File: src/rtl/arith_pkg.sv
// Shared arithmetic definitions: the chunked-subtractor FSM state and sizing helpers.
package arith_pkg;

    typedef enum logic {
        IDLE = 1'b0,
        BUSY = 1'b1
    } sub_state_t;

    function automatic int calc_nchunk(input int width, input int chunk);
        return width / chunk;
    endfunction

    // A single-chunk configuration still needs a 1-bit counter.
    function automatic int calc_cnt_w(input int nchunk);
        return (nchunk <= 1) ? 1 : $clog2(nchunk);
    endfunction

endpackage

File: src/rtl/sub_chunk_slice.sv
// Combinational CHUNK-bit subtract with borrow in/out.
module sub_chunk_slice #(
    parameter int CHUNK = 8
) (
    input  logic [CHUNK-1:0] a,
    input  logic [CHUNK-1:0] b,
    input  logic             bi,
    output logic [CHUNK-1:0] d,
    output logic             bo
);

    // The wrap into bit CHUNK of the widened difference is exactly the borrow out.
    assign {bo, d} = {1'b0, a} - {1'b0, b} - {{CHUNK{1'b0}}, bi};

endmodule

File: src/rtl/sub_chunked.sv
// Multi-cycle x - y - bin, CHUNK bits per clock, LS chunk first, registered borrow.
module sub_chunked
    import arith_pkg::*;
#(
    parameter int WIDTH  = 32,
    parameter int CHUNK  = 8,
    parameter int SWIDTH = WIDTH + 1
) (
    input  logic              clk,
    input  logic              rst_n,
    input  logic              start,
    input  logic              bin,
    input  logic [WIDTH-1:0]  x,
    input  logic [WIDTH-1:0]  y,
    output logic              busy,
    output logic              done,
    output logic [SWIDTH-1:0] df,
    output logic              df_zero,
    output logic              df_neg
);

    localparam int NCHUNK = calc_nchunk(WIDTH, CHUNK);
    localparam int CW     = calc_cnt_w(NCHUNK);

    sub_state_t       state, state_nx;
    logic [WIDTH-1:0] xr, yr, wr, wr_nx;
    logic [CW-1:0]    k;
    logic             br;
    logic             accept, last;
    logic [CHUNK-1:0] d;
    logic             bo;

    sub_chunk_slice #(.CHUNK(CHUNK)) u_slice (
        .a  (xr[k*CHUNK +: CHUNK]),
        .b  (yr[k*CHUNK +: CHUNK]),
        .bi (br),
        .d  (d),
        .bo (bo)
    );

    always_ff @(posedge clk or negedge rst_n) begin
        if (!rst_n) state <= IDLE;
        else        state <= state_nx;
    end

    always_comb begin
        state_nx = state;
        accept   = 1'b0;
        last     = 1'b0;
        case (state)
            IDLE: begin
                if (start) begin
                    accept   = 1'b1;
                    state_nx = BUSY;
                end
            end
            BUSY: begin
                if (k == CW'(NCHUNK - 1)) begin
                    last     = 1'b1;
                    state_nx = IDLE;
                end
            end
            default: state_nx = IDLE;
        endcase
    end

    // Working register with the current chunk merged in; the final chunk goes straight to df.
    always_comb begin
        wr_nx = wr;
        wr_nx[k*CHUNK +: CHUNK] = d;
    end

    always_ff @(posedge clk or negedge rst_n) begin
        if (!rst_n) begin
            xr      <= '0;
            yr      <= '0;
            wr      <= '0;
            k       <= '0;
            br      <= 1'b0;
            done    <= 1'b0;
            df      <= '0;
            df_zero <= 1'b0;
            df_neg  <= 1'b0;
        end else begin
            done <= last;
            if (accept) begin
                xr <= x;
                yr <= y;
                br <= bin;
                k  <= '0;
            end else if (state == BUSY) begin
                wr <= wr_nx;
                br <= bo;
                k  <= last ? '0 : k + 1'b1;
                if (last) begin
                    df      <= SWIDTH'({bo, wr_nx});
                    df_zero <= ({bo, wr_nx} == '0);
                    df_neg  <= bo;
                end
            end
        end
    end

    assign busy = (state == BUSY);

endmodule
File: config.mk
export PLATFORM = sky130hd
export DESIGN_NAME = sub_chunked
export DESIGN_NICKNAME = d
export VERILOG_FILES = /design/src/rtl/arith_pkg.sv /design/src/rtl/sub_chunk_slice.sv /design/src/rtl/sub_chunked.sv
export SDC_FILE = /design/constraint.sdc
export NUM_CORES = 1
export LEC_CHECK = 0
export ABC_AREA = 1
export BUFFER_PORTS_ARGS = -buffer_cell sky130_fd_sc_hd__buf_4
export CAP_MARGIN = 15
export CELL_PAD_IN_SITES_DETAIL_PLACEMENT = 1
export CELL_PAD_IN_SITES_GLOBAL_PLACEMENT = 1
export CORE_UTILIZATION = 45
export CTS_BUF_LIST = sky130_fd_sc_hd__clkbuf_4
export CTS_CLUSTER_DIAMETER = 120
export DETAILED_ROUTE_END_ITERATION = 6
export PLACE_DENSITY_LB_ADDON = 0.05
export SLEW_MARGIN = 10
export SYNTH_ARGS = -nofsm -noshare
export SYNTH_HDL_FRONTEND = slang
export SYNTH_SLANG_ARGS = --single-unit
File: constraint.sdc
create_clock -name clk -period 3.95 [get_ports clk]
set_clock_uncertainty 0.05 [all_clocks]
set_input_delay 0 -clock clk [delete_from_list [all_inputs] [get_ports clk]]
set_output_delay 0 -clock clk [all_outputs]
set_load 0.01 [all_outputs]
==> flow_summary.yaml <==
setup_path:
  slowest_delay_ps: 580
  required_ps: 4380
  endpoint_kind: "flop"
  cpMostUsedCell: "nand2_1"
  cp.buffers_inverters: 3
  r2r_end: "br"
  crit_path_start_kind: "flop"
  crit_chain: "buf_4 > o21ai_0 > o22ai_1 > fa_1 > inv_1 > fa_1 > nand2_1 > nand2_1 > nand2_1 > nand4_1 > nand2_1 > nand2_1 > nand2_1 > o221ai_1 > dlygate4sd3_1"
  worstSetupPathType: "reg -> reg"
  crit_fanout: 35
  r2r_start: "k[0]"
  crit_family: "buffers and inverters"
  crit_slowest_cell: "dlygate4sd3_1"
  arrival_ps: 4180
  r2r_cells: 15
  r2r_slack_ps: 200
clock_network:
  worstSkewPairLatency_ps: 590
  cts_sinks: 134
  cts.path.max_buffers: 2
  cts_root_buffer: "clkbuf_4"
  cts_tree: "done"
  cts_max_level: 4
  cts_setup_buffers: 0
  numCtsBuffers: 17
  clkTransAtPathRegs_ps: 120
route:
  wire_per_inst_um: 20.5
  drt_iter0_markers: 315
  viasPerCell: 5.52
  routed_wl_um: 22600
  ant_nets: 0
  firstDrtPassIters: 6
  via_count: 6074
  remaining_drc_errors: 0
power:
  power_frac_seq: 0.271
  p_clk_frac: 0.122
  intPower_mw: 4.36
  p_leak_nw: 4.23
  p_per_area_mw_per_mm2: 1010
  p_sw_frac: 0.499
  p_comb_frac: 0.608
  power_mw: 8.70
  p_switching_mw: 4.34
  ir_worst_vdd_mv: 0.525
floorplan:
  io_pins: 105
  die_y_um: 123
  rows: 43
  chipWidth_um: 123
  initial_core_util: 0.467
  core_mm2: 0.0141
  die_area_mm2: 0.0151
global_routing:
  grt.overflow.total: 0
  grt_max_degree: 74
  grt_pass1_wl_um: 35000
  grtUsageTotal: 0.317
  antenna_found_initial: 1
  grt_pass1_vias: 6577
yosys:
  synth.distinct_cells: 33
  ys_ff_latch: 134
  syn_inst: 729
  synth-edff-count: 0
  synth-warning-count: 0
  synth_area_leaders: "dfrtp_1 51%, nand2_1 11%, mux2_2 10%, o21ai_0 4.8%, inv_1 3.5%"
  yosys_most_used_dff: "dfrtp_1"
  synth_fp_nets: 816
  synthArstFlopShare: 1.00
  synth_top_area_frac: 0.509
  yosysTopAreaCell: "dfrtp_1"
  yosysSeqAreaShare: 0.509
  synth_area_mm2: 0.00659
  syn_avg_cell_area_um2: 9.04
worst_hold_path:
  holdCritStartpoint: "x[24]"
  hp-class: "in -> reg"
  hold_end: "xr[24]"
  hold_depth: 3
job:
  max_cap_violations: 0
placed_design:
  post_dp_cell_area_mm2: 0.00753
  placed_cells: 988
  dp_hpwl_um: 13100
  place_congestion: 0.855
  portBuffers: 104
sta:
  slew_viol_final: 0
  period_share: 0.950
  fin_hold_ws_ps: 122
  slew_headroom: 0.445
  worst_pin_slew_ps: 832
  final_hold_viol_count: 0
  clock.fmax_mhz: 267
  setup_viol: 0
  tns_ps: 0
  period_needed_ps: 3750
final_layout:
  fin_cells: 1100
  fillers: 1600
  seqCellArea_mm2: 0.00335
  layout-area-overhead-vs-synth_pct: 31.2
  final_cell_area_mm2: 0.00864
  nets: 993
  multi_input_area_mm2: 0.00283
  drive_above_1_share: 0.247
outcome:
  status: "complete, no violations"
-- final cells by class --
| cell class | count | area share |
|---|---|---|
| multi-input combinational | 495 | 0.327 |
| timing repair buffer | 191 | 0.192 |
| sequential | 134 | 0.388 |
| inverter | 67 | 0.0300 |
| clock buffer | 18 | 0.0156 |
| tap | 180 | 0.0261 |
| clock inverter | 14 | 0.0211 |
| antenna | 1 | 0.000290 |
-- layout by cell type (no fill, tap or decap), types with 2 or more instances in the layout --
cell type / n
inv_2: 4
dfrtp_1: 133
clkinv_2: 5
a31oi_1: 7
inv_1: 61
fa_1: 2
clkbuf_4: 18
buf_4: 110
nor2_2: 4
buf_12: 2
mux2_2: 60
nor3_1: 2
a32o_1: 7
nand2_1: 195
nor2_1: 55
nand2_2: 7
ha_1: 17
a21oi_1: 18
nand3_1: 26
o21ai_0: 63
o22ai_1: 8
nand4_1: 12
bufinv_16: 4
nand3_2: 3
clkinv_4: 3
dlygate4sd3_1: 79
o21a_1: 2
-- timing repair --
action,in CTS,in global routing
setup endpoints to repair,0,1
endpoints found under the hold margin,129,0
gates resized for setup,0,3
hold buffers,79,0
-- power groups by stage --
stage / Clock (mW) / Combinational, mW / Sequential [mW]
global placement: 0 / 4.61 / 2.30
finish: 1.06 / 5.29 / 2.36
CTS: 1.07 / 4.98 / 2.31
global route: 1.13 / 5.77 / 2.41
detailed placement: 0 / 4.82 / 2.33
floorplan: 0 / 3.36 / 2.25
-- worst max-delay path by stage --
stage	from	end	slack, ps	cells past startpoint
5_1_grt	k[0]	br	-20	15
4_1_cts	k[1]	br	420	15
2_1_floorplan	k[0]	df_zero	640	18
3_5_place_dp	k[1]	df_zero	550	18
3_3_place_gp	k[1]	df_zero	610	18
6_report	k[0]	br	200	15
-- routing by layer --
metal  up-vias  GRT usage  share of wire
met5         -          0              0
met4         0      0.160          0.042
met3        64     0.0706          0.039
met2       192      0.565           0.53
met1      3069      0.355           0.39
li1       2749          -              -
-- flip-flops by register name, indices dropped and copies added, names as in the netlist --
register,count
br,1
busy,1
df,33
df_zero,1
done,1
k,2
wr,31
xr,32
yr,32
-- logic make-up after synthesis --
| logic type | after synthesis | synth area share |
|---|---|---|
| simple gates | 306 | 0.192 |
| flops | 134 | 0.509 |
| mux | 60 | 0.103 |
| fa+ha+maj | 19 | 0.0384 |
| compound gates | 110 | 0.0955 |
| buf+inv | 100 | 0.0623 |
-- cells in the mapped netlist, types with 2 or more instances --
cell / n
a21oi_1: 18
a31oi_1: 7
a32o_1: 7
buf_2: 9
buf_6: 2
clkbuf_1: 20
dfrtp_1: 134
fa_1: 2
ha_1: 17
inv_1: 61
inv_2: 4
inv_4: 2
mux2_2: 60
nand2_1: 196
nand2_2: 6
nand3_1: 26
nand3_2: 3
nand4_1: 12
nor2_1: 55
nor2_2: 4
nor3_1: 2
o21a_1: 2
o21ai_0: 63
o22ai_1: 8
-- worst reg2reg max path, cell delays in order, from the launching register on --
cell	delay, ps
dfrtp_1	410
buf_4	380
o21ai_0	220
o22ai_1	290
fa_1	300
inv_1	80
fa_1	420
nand2_1	110
nand2_1	100
nand2_1	100
nand4_1	110
nand2_1	90
nand2_1	50
nand2_1	200
o221ai_1	150
dlygate4sd3_1	580
-- per-stage QoR --
step | setup WS [ps] | util
floorplan | 637 | -
global placement | 613 | 0.534
detailed placement | 549 | 0.534
CTS | 417 | 0.613
global route | -18.9 | 0.613
finish | 199 | 0.613
Note: power is estimated with default switching activity, not from simulation.
